$ cat config.mk
export PLATFORM = sky130hd
export DESIGN_NAME = rng_arbiter_flat
export DESIGN_NICKNAME = d
export VERILOG_FILES = /design/src/rtl/rng_pkg.sv /design/src/rtl/rng_arbiter_if.sv /design/src/rtl/rng_arbiter_rng.sv /design/src/rtl/rng_arbiter.sv /design/src/flat_wrapper.sv
export SDC_FILE = /design/constraint.sdc
export NUM_CORES = 1
export LEC_CHECK = 0
export BUFFER_PORTS_ARGS = -buffer_cell sky130_fd_sc_hd__buf_4
export CORE_AREA = 2 2 67 69
export DETAILED_ROUTE_END_ITERATION = 16
export DIE_AREA = 0 0 69 71
export GPL_ROUTABILITY_DRIVEN = 0
export PLACE_DENSITY = 0.58
export SKIP_LAST_GASP = 1
export SLEW_MARGIN = 15
export SYNTH_ARGS = -nofsm -noshare
export SYNTH_HDL_FRONTEND = slang
export SYNTH_SLANG_ARGS = --single-unit
$ cat constraint.sdc
create_clock -name clk -period 2.2 [get_ports clk]
set_input_delay 0 -clock clk [delete_from_list [all_inputs] [get_ports clk]]
set_output_delay 0 -clock clk [all_outputs]
set_load 0.005 [all_outputs]
$ cat src/rtl/rng_pkg.sv
// Shared constants, FSM state type and LFSR tap table for the random-grant arbiter.
package rng_pkg;
    localparam int NUM_REQ_DEF = 4;
    localparam int BITS_DEF    = 5;
    localparam int CNT_W       = 16;
    localparam int RNG_SEED    = 22;

    typedef enum logic {IDLE = 1'b0, GRANT = 1'b1} arb_state_t;

    // Fibonacci feedback taps (bit i set => q[i] feeds the XOR); maximal-length up to 8 bits.
    function automatic logic [31:0] lfsr_taps(input int w);
        case (w)
            3:       return 32'h0000_0006;
            4:       return 32'h0000_000C;
            5:       return 32'h0000_0014;
            6:       return 32'h0000_0030;
            7:       return 32'h0000_0060;
            8:       return 32'h0000_00B8;
            default: return 32'h0000_0003 << (w - 2);
        endcase
    endfunction
endpackage

$ cat src/rtl/rng_arbiter_if.sv
// Request/grant bundle between the requesters and the random-value arbiter.
interface rng_arbiter_if import rng_pkg::*; #(
    parameter int NUM_REQ = NUM_REQ_DEF,
    parameter int BITS    = BITS_DEF
);
    logic                 pause;
    logic [NUM_REQ-1:0]   req;
    logic [NUM_REQ-1:0]   gnt;
    logic [BITS-1:0]      rnd_out;
    logic [CNT_W-1:0]     grant_count;

    modport master (output pause, req, input gnt, rnd_out, grant_count);
    modport slave  (input pause, req, output gnt, rnd_out, grant_count);
endinterface

$ cat src/rtl/rng_arbiter_rng.sv
// Free-running Fibonacci LFSR; restarts from the seed on reset and never stalls.
module pseudo_rng import rng_pkg::*; #(
    parameter int BITS = BITS_DEF
) (
    input  logic            clk,
    input  logic            reset,
    output logic [BITS-1:0] rnd
);
    localparam logic [BITS-1:0] TAPS = BITS'(lfsr_taps(BITS));

    always_ff @(posedge clk) begin
        if (reset) rnd <= BITS'(RNG_SEED);
        else       rnd <= {rnd[BITS-2:0], ^(rnd & TAPS)};
    end
endmodule

$ cat src/rtl/rng_arbiter.sv
// Round-robin arbiter handing one LFSR value per one-cycle grant pulse.
module rng_arbiter import rng_pkg::*; #(
    parameter int NUM_REQ = NUM_REQ_DEF,
    parameter int BITS    = BITS_DEF
) (
    input  logic           clk,
    input  logic           reset,
    rng_arbiter_if.slave   bus
);
    localparam int PW = (NUM_REQ > 1) ? $clog2(NUM_REQ) : 1;

    arb_state_t         state, state_nxt;
    logic [NUM_REQ-1:0] gnt_q, gnt_nxt, elig;
    logic [BITS-1:0]    rnd_q, rnd_nxt, rng_val;
    logic [PW-1:0]      ptr, ptr_nxt, win;
    logic               found;
    logic [CNT_W-1:0]   cnt, cnt_nxt;

    pseudo_rng #(.BITS(BITS)) u_rng (
        .clk   (clk),
        .reset (reset),
        .rnd   (rng_val)
    );

    // Returns {found, index}: first eligible bit at or after p, wrapping.
    function automatic logic [PW:0] rr_pick(input logic [NUM_REQ-1:0] e, input logic [PW-1:0] p);
        logic [PW:0] r;
        int          idx;
        r = '0;
        for (int k = NUM_REQ - 1; k >= 0; k--) begin
            idx = (int'(p) + k) % NUM_REQ;
            if (e[idx]) r = {1'b1, idx[PW-1:0]};
        end
        return r;
    endfunction

    always_comb begin
        state_nxt = IDLE;
        gnt_nxt   = '0;
        rnd_nxt   = rnd_q;
        ptr_nxt   = ptr;
        cnt_nxt   = cnt;
        // The requester being granted right now must not win again at this edge.
        elig      = bus.req & ~((state == GRANT) ? gnt_q : '0);
        {found, win} = rr_pick(elig, ptr);
        if (!bus.pause && found) begin
            state_nxt    = GRANT;
            gnt_nxt[win] = 1'b1;
            rnd_nxt      = rng_val;
            ptr_nxt      = (int'(win) == NUM_REQ - 1) ? '0 : win + 1'b1;
            if (cnt != '1) cnt_nxt = cnt + 1'b1;
        end
    end

    always_ff @(posedge clk) begin
        if (reset) begin
            state <= IDLE;
            gnt_q <= '0;
            rnd_q <= '0;
            ptr   <= '0;
            cnt   <= '0;
        end else begin
            state <= state_nxt;
            gnt_q <= gnt_nxt;
            rnd_q <= rnd_nxt;
            ptr   <= ptr_nxt;
            cnt   <= cnt_nxt;
        end
    end

    assign bus.gnt         = gnt_q;
    assign bus.rnd_out     = rnd_q;
    assign bus.grant_count = cnt;
endmodule

$ cat src/flat_wrapper.sv
// flat-port wrapper written by rule: the top's interface ports become plain ports
module rng_arbiter_flat import rng_pkg::*;
#(
    parameter int NUM_REQ = NUM_REQ_DEF,
    parameter int BITS    = BITS_DEF
)
  (clk, reset, bus_pause, bus_req, bus_gnt, bus_rnd_out, bus_grant_count);
  rng_arbiter_if #(.NUM_REQ(NUM_REQ), .BITS(BITS)) bus_i ();
  input  logic clk;
  input  logic reset;
  input wire logic [$bits(bus_i.pause)-1:0] bus_pause;
  input wire logic [$bits(bus_i.req)-1:0] bus_req;
  output wire logic [$bits(bus_i.gnt)-1:0] bus_gnt;
  output wire logic [$bits(bus_i.rnd_out)-1:0] bus_rnd_out;
  output wire logic [$bits(bus_i.grant_count)-1:0] bus_grant_count;
  assign bus_i.pause = bus_pause;
  assign bus_i.req = bus_req;
  assign bus_gnt = bus_i.gnt;
  assign bus_rnd_out = bus_i.rnd_out;
  assign bus_grant_count = bus_i.grant_count;
  rng_arbiter #(.NUM_REQ(NUM_REQ), .BITS(BITS)) u_core (.clk(clk), .reset(reset), .bus(bus_i));
endmodule
==> impl_metrics.json, run 1 <==
{
  "grt_pass1_wl_um": 6380,
  "viasPerCell": 5.35,
  "syn-cell-area_sq_um": 1590,
  "cts_tree": "done",
  "hold_class": "in -> reg",
  "ys_warn_count": 0,
  "critical_path.max_fanout": 7,
  "hold_viol": 0,
  "avgRoutedWirePerCell_um": 13.1,
  "drive_above_1_share": 0.241,
  "synth_flop_cell": "dfxtp_1",
  "hpwl_um": 2590,
  "post_dp_cell_area_sq_um": 1890,
  "fillers": 438,
  "clk_pin_slew_ns": 0.07,
  "cts_hold_buf": 0,
  "tns_ns": 0,
  "final_common_cell": "buf_4",
  "post_cts_buffers": 0,
  "worst_pin_slew_ns": 0.394,
  "yosysSeqAreaShare": 0.414,
  "die_w_um": 69,
  "relSlewSlack": 0.737,
  "synth_seq_cells": 33,
  "final_max_slew_viol_count": 0,
  "port_buffers": 31,
  "endpoint": "u_core.bus.grant_count[10]",
  "critical_path_depth": 5,
  "worst_clock_skew_ns": 0.00699,
  "crit_start": "u_core.bus.grant_count[1]",
  "grt.total_usage": 0.157,
  "seq_area_sq_um": 661,
  "synthDistinctLibCells": 44,
  "io_pins": 32,
  "post-route-util": 0.472,
  "crit_family": "simple AND/OR/NAND/NOR gates",
  "reg2reg_from": "u_core.bus.grant_count[1]",
  "num_antenna_cells": 0,
  "cellLeakagePower_nw": 0.759,
  "critPathLaunchType": "flop",
  "cts_max_path_buffers": 2,
  "ant_nets": 0,
  "power_density_nw_per_um2": 622,
  "max_freq_ghz": 0.503,
  "clk_latency_ns": 0.28,
  "cts_num_sinks": 33,
  "die_y_um": 71,
  "die_area_sq_um": 4900,
  "synthCells": 183,
  "grt-ovfl-total": 0,
  "status": "finished, final reports clean",
  "dr.pass1.iters": 4,
  "path_buf_inv": 0,
  "synthArstFlopShare": 0,
  "drv_cap": 0,
  "root_buffer": "clkbuf_8",
  "grt_max_degree": 34,
  "setup_viol": 0,
  "synth_fp_nets": 195,
  "ir_worst_vdd_mv": 0.383,
  "crit_path_cell_trace": "ha_1, nand3_4, a211oi_4, or4b_1, a21oi_1",
  "power_mw": 1.23,
  "rows": 24,
  "antenna_found_initial": 0,
  "slowest_delay_ns": 0.48,
  "synth.avg_cell_area_sq_um": 8.71,
  "synth-edff-count": 0,
  "post-route-min-period_ns": 1.99,
  "cp.required_ns": 2.41,
  "numCtsBuffers": 5,
  "timing.final.crit_share": 0.903,
  "critPathKind": "reg -> reg",
  "h-tree-depth": 2,
  "r2r_slack_ns": 0.21,
  "nets": 231,
  "vias": 1456,
  "final_area_sq_um": 1980,
  "multi_input_area_sq_um": 890,
  "first_iter_violations": 64,
  "final_cell_mix": "buf_4, dfxtp_1, nand2_1",
  "crit_slowest_cell": "or4b_1",
  "reg2reg_to": "u_core.bus.grant_count[10]",
  "synthToLayoutAreaGrowth_pct": 24.5,
  "routed_wl_um": 3570,
  "end_kind": "flop",
  "rsz0062_at_grt": "false",
  "rr_worst_depth": 5,
  "critPathArrivalTime_ns": 2.20,
  "start_util": 0.379,
  "drc": 0,
  "coreArea_sq_um": 4200,
  "grt_pass1_vias": 1431
}
==> routing by layer <==
metal,part of all wire,GRT usage
met1,0.44,0.184
met2,0.52,0.276
met3,0.037,0.0470
met4,0.0073,0.0501
met5,0,0
==> kinds of logic (layout without fill, tap and decap cells) <==
kind of cell             Yosys count  after routing  share of synthesized area
AND/OR/NAND/NOR                   87             87                      0.296
AO/OA/AOI/OAI                     42             42                      0.182
flip-flops                        33             33                      0.414
buffers and inverters             10             47                     0.0282
adder cells (fa/ha/maj)            5              5                     0.0392
multiplexers                       5              5                     0.0345
XOR/XNOR                           1              1                    0.00550
==> synthesized netlist by cell type (2+ instances only) <==
library cell,n,area [sq um]
dfxtp_1,33,661
nand2_1,25,93.8
a21oi_1,18,90.1
nor2_1,12,45.0
nand3_1,11,55.1
o31ai_1,6,45.0
or4_1,6,45.0
and2_1,5,31.3
ha_1,5,62.6
nor2b_1,5,31.3
clkbuf_1,4,15.0
inv_1,4,15.0
mux2_1,4,45.0
nor3_1,4,20.0
nor4_1,3,18.8
or2_2,3,18.8
a211oi_1,2,15.0
a21boi_1,2,15.0
and4_1,2,17.5
buf_4,2,15.0
nand4_1,2,12.5
o21ai_1,2,10.0
or3_1,2,12.5
==> registers in the layout (all words and copies together) (netlist names) <==
signal	count
u_core.bus.rnd_out	5
u_core.bus.grant_count	16
u_core.bus.gnt	4
u_core.u_rng.rnd	5
u_core.state	1
u_core.ptr	2
==> area by class of cell <==
| class | count | share of cell area |
|---|---|---|
| Clock buffer | 5 | 0.0347 |
| Clock inverter | 3 | 0.0113 |
| Sequential cell | 33 | 0.333 |
| Multi-Input combinational cell | 140 | 0.448 |
| Tap cell | 52 | 0.0328 |
| Inverter | 4 | 0.00757 |
| Timing Repair Buffer | 35 | 0.132 |
==> stage by stage <==
stage	std cells	hold WS, ns	worst slack (ns)
2_1_floorplan	183	0.102	0.476
3_3_place_gp	264	0.385	0.234
3_5_place_dp	264	0.401	0.167
4_1_cts	272	0.0999	0.158
5_1_grt	272	0.113	0.0557
6_report	272	0.104	0.214
==> power breakdown <==
group / switching (mW) / internal [mW] / leakage, nW
combinational: 0.0685 / 0.0631 / 0.453
clock: 0.237 / 0.222 / 0.0364
sequential: 0.0225 / 0.622 / 0.270
==> worst register-to-register path: cells and delay by family (launching register included) <==
kind | cells | cell delay (ns)
fa+ha+maj | 1 | 0.36
flops | 1 | 0.45
simple gates | 2 | 0.63
compound gates | 2 | 0.48
==> worst min-delay path by stage <==
| stage | from | to | slack, ns | cells past startpoint |
|---|---|---|---|---|
| 5_1_grt | reset | u_core.u_rng.rnd[0] | 0.11 | 2 |
| 3_5_place_dp | bus_pause | u_core.bus.grant_count[8] | 0.40 | 4 |
| 4_1_cts | reset | u_core.u_rng.rnd[0] | 0.1 | 2 |
| 6_report | bus_pause | u_core.bus.grant_count[14] | 0.10 | 4 |
| 2_1_floorplan | reset | u_core.state | 0.10 | 1 |
| 3_3_place_gp | bus_pause | u_core.bus.grant_count[14] | 0.38 | 4 |
==> repair_timing <==
item,in CTS,in global routing
hold endpoints to repair,0,0
gates resized for setup,0,1
setup endpoints to repair,0,1
Power figures use the tool's default switching activity.
==> run 2, diff against run 1 <==
==> constraint.sdc (replaced) <==
create_clock -name clk -period 2.4 [get_ports clk]
set_input_delay 0 -clock clk [delete_from_list [all_inputs] [get_ports clk]]
set_output_delay 0 -clock clk [all_outputs]
set_load 0.005 [all_outputs]
==> run 2 against run 1 <==
Net effect:
- critical path type unchanged
- sequential cell count unchanged
- critical path depth unchanged
- highest routed layer unchanged
- sequential share of layout area down 0.27 points
- clock skew up 0.0032 ns
- largest cell class unchanged
- combinational power down 9.8%
==> impl_metrics.json, run 2 (same netlist as run 1, synthesis figures left out) <==
{
  "setup_viol": 0,
  "cts_tree": "done",
  "die_y_um": 71,
  "cts_max_path_buffers": 2,
  "numCtsBuffers": 5,
  "drive_above_1_share": 0.228,
  "ir_worst_vdd_mv": 0.277,
  "timing.final.crit_share": 0.847,
  "post_cts_buffers": 0,
  "layout.cells.non_filler": 271,
  "critPathArrivalTime_ns": 2.20,
  "drc": 0,
  "vias": 1460,
  "port_buffers": 31,
  "dr.pass1.iters": 4,
  "final_cell_mix": "buf_4, dfxtp_1, nand2_1",
  "hpwl_um": 2680,
  "use_met3": 0.0470,
  "holdWs_ns": 0.105,
  "cp.required_ns": 2.56,
  "avgRoutedWirePerCell_um": 13.5,
  "busiest_layer": "met2",
  "grt_pass1_wl_um": 6420,
  "worst_slack_ns": 0.367,
  "worst_clock_skew_ns": 0.0102,
  "antenna_found_initial": 0,
  "synthToLayoutAreaGrowth_pct": 25.5,
  "die_area_sq_um": 4900,
  "power_density_nw_per_um2": 620,
  "cts_hold_buf": 0,
  "routed_wl_um": 3660,
  "critPathLaunchType": "flop",
  "grt_use_met1": 0.194,
  "coreArea_sq_um": 4200,
  "cts.repair.resized": 0,
  "clk_pin_slew_ns": 0.06,
  "relSlewSlack": 0.603,
  "final_max_slew_viol_count": 0,
  "nets": 230,
  "grt-ovfl-total": 0,
  "largest_reg_flops": 16,
  "power_mw": 1.24,
  "rsz0062_at_grt": "false",
  "post-route-min-period_ns": 2.03,
  "worst_pin_slew_ns": 0.595,
  "num_antenna_cells": 0,
  "io_pins": 32,
  "root_buffer": "clkbuf_8",
  "die_w_um": 69,
  "met2_usage": 0.272,
  "hold_class": "in -> reg",
  "end_kind": "flop",
  "cts_num_sinks": 33,
  "start_util": 0.379,
  "viasPerCell": 5.39,
  "rows": 24,
  "grt.total_usage": 0.161,
  "critical_path.max_fanout": 21,
  "hold_viol": 0,
  "cellLeakagePower_nw": 0.777,
  "grt_pass1_vias": 1357,
  "h-tree-depth": 2,
  "final_common_cell": "buf_4",
  "tns_ns": 0,
  "drv_cap": 0,
  "max_freq_ghz": 0.492,
  "ant_nets": 0,
  "clk_latency_ns": 0.28,
  "grt_max_degree": 34,
  "status": "finished, final reports clean",
  "dpl.cell_count": 263,
  "critPathKind": "reg -> reg",
  "first_iter_violations": 70,
  "detailedPlace.worstSlack_ns": 0.382
}
run 2: changes by cell type in the layout (fill, tap and decap cells not counted), sizes merged:
cell      change
buf           -1
bufinv        +1
clkinvlp      -3
clkbuf        +2
run 2: path summary, 6_finish.rpt:
check	start	endpoint	slack [ns]	cells past startpoint
worst max-delay path	u_core.state	u_core.bus.grant_count[5]	0.37	5
worst min-delay path	bus_pause	u_core.bus.grant_count[14]	0.11	4
worst max register to register	u_core.state	u_core.bus.grant_count[5]	0.37	5
worst min register to register	u_core.u_rng.rnd[3]	u_core.u_rng.rnd[4]	0.43	1
run 2: through the flow:
stage | utilization | instance area [sq um]
floorplan | - | 1590
detailed placement | 0.448 | 1880
finish | 0.476 | 2000
CTS | 0.476 | 2000
global route | 0.476 | 2000
global placement | 0.448 | 1880
run 2: area by class of cell:
cell class,instances,area (sq um)
Clock buffer,7,86.3
Clock inverter,1,30.0
Fill cell,432,2200
Inverter,4,15.0
Multi-Input combinational cell,140,888
Sequential cell,33,661
Tap cell,52,65.1
Timing Repair Buffer,34,255
run 2: power by group:
group          switching, mW  internal (mW)
sequential            0.0199          0.570
combinational         0.0638         0.0549
clock                  0.193          0.338
total                  0.277          0.964
run 2: worst max-delay path: stages (launching register included):
cell	delay (ns)
dfxtp_1	0.43
a21boi_1	0.13
a221oi_2	0.34
a21o_1	0.56
nor4_1	0.13
mux2_1	0.33
run 2: metal layers:
layer	share of wire	up-vias
met5	0	-
met4	0.013	0
met3	0.047	4
met2	0.52	31
met1	0.43	682
li1	-	743
